===== src/rtl/div_pkg.sv =====
// Shared types and constants for the iterative restoring divider.
package div_pkg;

   typedef enum logic [1:0] {
      IDLE = 2'd0,
      CALC = 2'd1,
      DONE = 2'd2
   } div_state_e;

   localparam int DIV_W     = 128;
   localparam int DIV_CNT_W = $clog2(DIV_W);

endpackage


===== src/rtl/div128_step.sv =====
// One restoring radix-2 iteration: shift in a dividend bit, conditionally subtract.
module div128_step #(
   parameter int DATA_WIDTH = 128
) (
   input  logic [DATA_WIDTH-1:0] rem_i,
   input  logic                  bit_i,
   input  logic [DATA_WIDTH-1:0] divisor,
   output logic [DATA_WIDTH-1:0] rem_o,
   output logic                  q_bit
);

   logic [DATA_WIDTH:0] t;

   assign t     = {rem_i, bit_i};
   assign q_bit = (t >= {1'b0, divisor});
   // rem_i < divisor keeps the difference below 2^W, so the low W bits are exact
   assign rem_o = q_bit ? (t[DATA_WIDTH-1:0] - divisor) : t[DATA_WIDTH-1:0];

endmodule


===== src/rtl/div128.sv =====
// Iterative unsigned 2W/W divider, one quotient bit per cycle, valid/ready on both sides.
module div128
   import div_pkg::*;
#(
   parameter int DATA_WIDTH = DIV_W
) (
   input  logic                    clk,
   input  logic                    rst_n,
   input  logic                    in_valid,
   output logic                    in_ready,
   input  logic [2*DATA_WIDTH-1:0] dividend,
   input  logic [DATA_WIDTH-1:0]   divisor,
   output logic                    out_valid,
   input  logic                    out_ready,
   output logic [DATA_WIDTH-1:0]   quotient,
   output logic [DATA_WIDTH-1:0]   remainder,
   output logic                    err
);

   localparam int CNT_W = $clog2(DATA_WIDTH);

   div_state_e            state;
   logic [CNT_W-1:0]      cnt;
   logic [DATA_WIDTH-1:0] rem_q;
   logic [DATA_WIDTH-1:0] q_q;
   logic [DATA_WIDTH-1:0] dvsr_q;
   logic [DATA_WIDTH-1:0] rem_nxt;
   logic                  q_bit;
   logic [DATA_WIDTH-1:0] dvd_hi;

   assign dvd_hi = dividend[2*DATA_WIDTH-1:DATA_WIDTH];

   div128_step #(.DATA_WIDTH(DATA_WIDTH)) u_step (
      .rem_i   (rem_q),
      .bit_i   (q_q[DATA_WIDTH-1]),
      .divisor (dvsr_q),
      .rem_o   (rem_nxt),
      .q_bit   (q_bit)
   );

   always_ff @(posedge clk or negedge rst_n) begin
      if (!rst_n) begin
         state     <= IDLE;
         in_ready  <= 1'b1;
         out_valid <= 1'b0;
         quotient  <= '0;
         remainder <= '0;
         err       <= 1'b0;
         cnt       <= '0;
         rem_q     <= '0;
         q_q       <= '0;
         dvsr_q    <= '0;
      end else begin
         case (state)
            IDLE: begin
               if (in_valid) begin
                  in_ready <= 1'b0;
                  dvsr_q   <= divisor;
                  cnt      <= '0;
                  // high half >= divisor covers both /0 and a quotient wider than W
                  if (divisor == '0 || dvd_hi >= divisor) begin
                     state     <= DONE;
                     out_valid <= 1'b1;
                     err       <= 1'b1;
                     quotient  <= '1;
                     remainder <= '0;
                  end else begin
                     state <= CALC;
                     rem_q <= dvd_hi;
                     q_q   <= dividend[DATA_WIDTH-1:0];
                  end
               end
            end
            CALC: begin
               rem_q <= rem_nxt;
               q_q   <= {q_q[DATA_WIDTH-2:0], q_bit};
               cnt   <= cnt + 1'b1;
               if (cnt == CNT_W'(DATA_WIDTH-1)) begin
                  state     <= DONE;
                  out_valid <= 1'b1;
                  err       <= 1'b0;
                  quotient  <= {q_q[DATA_WIDTH-2:0], q_bit};
                  remainder <= rem_nxt;
               end
            end
            DONE: begin
               if (out_ready) begin
                  state     <= IDLE;
                  out_valid <= 1'b0;
                  in_ready  <= 1'b1;
               end
            end
            default: state <= IDLE;
         endcase
      end
   end

endmodule

===== config.mk =====
export PLATFORM = sky130hd
export DESIGN_NAME = div128
export DESIGN_NICKNAME = d
export VERILOG_FILES = /design/src/rtl/div_pkg.sv /design/src/rtl/div128_step.sv /design/src/rtl/div128.sv
export SDC_FILE = /design/constraint.sdc
export NUM_CORES = 2
export LEC_CHECK = 0
export CELL_PAD_IN_SITES_DETAIL_PLACEMENT = 0
export CELL_PAD_IN_SITES_GLOBAL_PLACEMENT = 1
export CORE_UTILIZATION = 35
export CTS_CLUSTER_DIAMETER = 50
export CTS_CLUSTER_SIZE = 16
export DETAILED_ROUTE_END_ITERATION = 10
export GPL_ROUTABILITY_DRIVEN = 0
export PLACE_DENSITY_LB_ADDON = 0.1
export SETUP_SLACK_MARGIN = 0.15
export SYNTH_ARGS = -nofsm -noshare
export SYNTH_HDL_FRONTEND = slang
export SYNTH_SLANG_ARGS = --single-unit

===== constraint.sdc =====
create_clock -name clk -period 3.7 [get_ports clk]
set_input_delay 0.74 -clock clk [delete_from_list [all_inputs] [get_ports clk]]
set_output_delay 0.74 -clock clk [all_outputs]
set_load 0.01 [all_outputs]

==> impl_metrics.csv <==
group,metric,value,unit
routing,postRouteAntennaNets,0,
cells_and_area,drive_gt1_frac,0.317,
synth,synth_area_per_cell,8.16,µm²
worst_setup_path,critical_path_buf_inv_count,6,
global_routing,antenna_found_initial,24,
placed_design,numPortBuffers,646,
clocking,htreeDepth,3,
timing,slew_viol_final,0,
timing,fmax,241,MHz
pwr,p_per_area,1210,nW/µm²
cells_and_area,fin_nets,7249,
clocking,clk_latency,0.71,ns
global_routing,globalRoute.totalOverflow,0,
routing,firstDrtPassIters,6,
clocking,cts.sinks,652,
timing,post-route-period-util,1.12,
clocking,cts_root_buf,"clkbuf_16",
synth,yosysWarnings,0,
clocking,cts_max_path_buffers,3,
timing,relSlewSlack,0.211,
clocking,cts-buffers-inserted,96,
worst_setup_path,cp_max_fo,7,
worst_setup_path,crit_top_cell,"buf_12",
timing,hold_viol,0,
worst_setup_path,worstPathRequired,4.27,ns
worst_setup_path,critPathCaptureType,"register",
synth,synth_edf_count,0,
pwr,p_clk_frac,0.119,
routing,vias_per_cell,5.35,
pwr,fin_total_pwr,81.9,mW
pwr,switching_power,37.2,mW
die,io-pin-count,647,
pwr,peakVddDrop,0.597,mV
routing,num_vias,43900,
synth,synth_area,40000,µm²
timing,post-route-min-period,4.15,ns
synth,synthCells,4898,
worst_setup_path,critPathTopFamily,"compound AO/OA/AOI/OAI gates",
run_status,status,"finished with violations",
run_status,violations,"negative setup slack",
global_routing,track_usage,0.302,
run,drv_cap,0,
timing,max_slew.worst_pin.slew,1.18,ns
timing,fin_ws,-0.449,ns
worst_setup_path,critical_path.cell_chain,"inv_2 -> ha_4 -> and3b_2 -> o211ai_4 -> a2111oi_4 -> or3_1 -> buf_6 -> a211oi_4 -> o21ai_4 -> a31oi_4 -> nor3_4 -> a21o_4 -> buf_12 -> buf_12 -> buf_16 -> buf_12 -> mux2i_2 -> nor2_1 -> a21oi_1 -> o21ai_0",
synth,synth_ff_type,"dfrtp_1",
worst_hold_path,worstHoldPathType,"primary input to asynchronous set/reset pin",
routing,wirelength,187000,µm
global_routing,grt_pass1_vias,42900,
timing,setup_viol,513,
timing,fin_skew,0.0343,ns
die,die_y,340,µm
global_routing,grt_pass1_wl,267000,µm
cells_and_area,area_delta_synth_final,68.9,%
clocking,cts_hold_buf,0,
synth,synth_seq_cells,652,
die,initial_utilization,0.354,
clocking,path_clk_slew,0.06,ns
cells_and_area,fillCellCount,10000,
routing,drc,0,
synth,synthArstFlopShare,1.00,
die,die_area,116000,µm²
pwr,p_leak,30.4,nW
timing,tns,-150.25,ns
worst_setup_path,path_class,"register to register",
clocking,cts_tree,"built",
pwr,p_int,44.7,mW
global_routing,grt_max_degree,137,
die,row_count,123,
placed_design,dpl.hpwl,131000,µm
synth,ys_seq_area_frac,0.408,
synth,synth_cell_types,78,
worst_setup_path,critical_path.slowest_cell,"dfrtp_2",
worst_setup_path,start_kind,"register",
routing,first_iter_violations,3063,
die,die_x,340,µm
routing,wire_per_inst,22.8,µm
synth,syn_nets,5544,
pwr,comb_power_share,0.721,
timing,rsz0062_at_grt,"yes",
worst_setup_path,cpPeakStageDelay,0.48,ns
die,core_area,113000,µm²
pwr,p_seq_frac,0.160,
pwr,swShare,0.454,
worst_setup_path,worstPathArrival,4.72,ns
[kinds of logic (layout without fill, tap and decap cells)]
group,count (synthesis),in the layout,share of synthesized area
compound gates,1329,1331,0.202
xor+xnor,125,125,0.0274
fa+ha+maj,258,258,0.0810
buf+inv,593,2377,0.0600
flops,652,652,0.408
mux,83,83,0.0229
other cells,0,19,0
simple gates,1858,1858,0.199
[worst paths after layout]
kind,start,end,slack [ns],depth (start not counted)
max,q_q[127]$_DFFE_PN0P_,rem_q[125]$_DFFE_PN0P_,-0.45,20
min,rst_n,quotient[11]$_DFFE_PN0P_,0.06,1
max reg2reg,q_q[127]$_DFFE_PN0P_,rem_q[125]$_DFFE_PN0P_,-0.45,20
min reg2reg,remainder[44]$_DFFE_PN0P_,remainder[44]$_DFFE_PN0P_,0.46,2
max in group asynchronous,rst_n,q_q[64]$_DFFE_PN0P_,2.49,2
min in group clk,divisor[66],dvsr_q[66]$_DFFE_PN0P_,0.35,3
[cell usage in the layout (no fill, tap or decap), drive strengths merged, types with 167 or more instances in the layout]
master,n
inv,320
o21ai,440
dfrtp,651
nor2,620
nor3,167
ha,257
clkdlybuf4s50,581
nand2,782
buf,1232
a21oi,361
[registers in the layout, summed over array words and instances (netlist names)]
signal,flops
out_valid,1
quotient,128
err,1
cnt,7
remainder,128
state,2
rem_q,128
dvsr_q,128
q_q,128
in_ready,1
[cells in the mapped netlist, drive strengths merged (10+ instances only)]
cell,number,area (µm²)
nand2,782,2940
inv,293,1100
nand2b,18,113
buf,109,581
o31ai,17,128
xnor2,71,622
xor2,54,473
a211oi,75,601
o211ai,20,160
a31oi,157,1010
o21bai,39,293
and2,10,62.6
mux2,67,754
a21o,117,878
dfrtp,651,16300
clkbuf,191,717
and3,20,125
nor2b,19,119
ha,257,3220
nand3,42,210
nor2,620,2330
nor4,47,313
and4,15,131
or3,13,81.3
a21oi,361,1820
a221oi,12,111
nand4,97,607
nor3,167,841
mux2i,16,160
o21a,12,90.1
o21ai,440,2210
[routing by layer]
metal,global-route usage,vias to the layer above,part of all wire
li1,-,20500,-
met1,0.413,21600,0.44
met2,0.484,1497,0.46
met3,0.0430,318,0.064
met4,0.107,8,0.037
met5,0,-,0.00028
[final cells by class]
cell class              instances  area (µm²)  area share
clock inverters                72         911      0.0135
clock buffers                 107        2470      0.0367
diodes                         19        47.5    0.000705
multi-input cells            3655       25200       0.373
well taps                    1500        1880      0.0278
repair buffers               1905       19600       0.290
inverters                     293        1120      0.0166
flip-flops and latches        652       16300       0.242
[what timing repair did]
action,in CTS,in global routing
gates resized for setup,519,685
cloned,58,34
buffers inserted,91,69
pin swaps,136,177
endpoints found under the setup margin,516,516
[stage by stage]
| step | hold slack [ns] | std cells | util | worst slack, ns | cell area [µm²] |
|---|---|---|---|---|---|
| 2_1_floorplan | 0.444 | 4898 | - | -0.0693 | 40100 |
| 3_3_place_gp | 0.454 | 7755 | 0.492 | -1.80 | 55500 |
| 3_5_place_dp | 0.456 | 7755 | 0.492 | -1.85 | 55500 |
| 4_1_cts | 0.108 | 8083 | 0.560 | -0.400 | 63200 |
| 5_1_grt | 0.115 | 8200 | 0.598 | -0.557 | 67500 |
| 6_report | 0.0615 | 8203 | 0.598 | -0.449 | 67500 |
[power groups by stage]
stage	Combinational, mW	Sequential, mW	Clock [mW]
after global routing	62.9	13.4	10.2
after detailed placement	44.9	12.8	0
final	59.1	13.1	9.78
after CTS	52.0	12.8	9.91
after floorplan	22.9	12.7	0
after global placement	44.7	12.7	0
No activity file was read; power rests on OpenSTA's default activity.
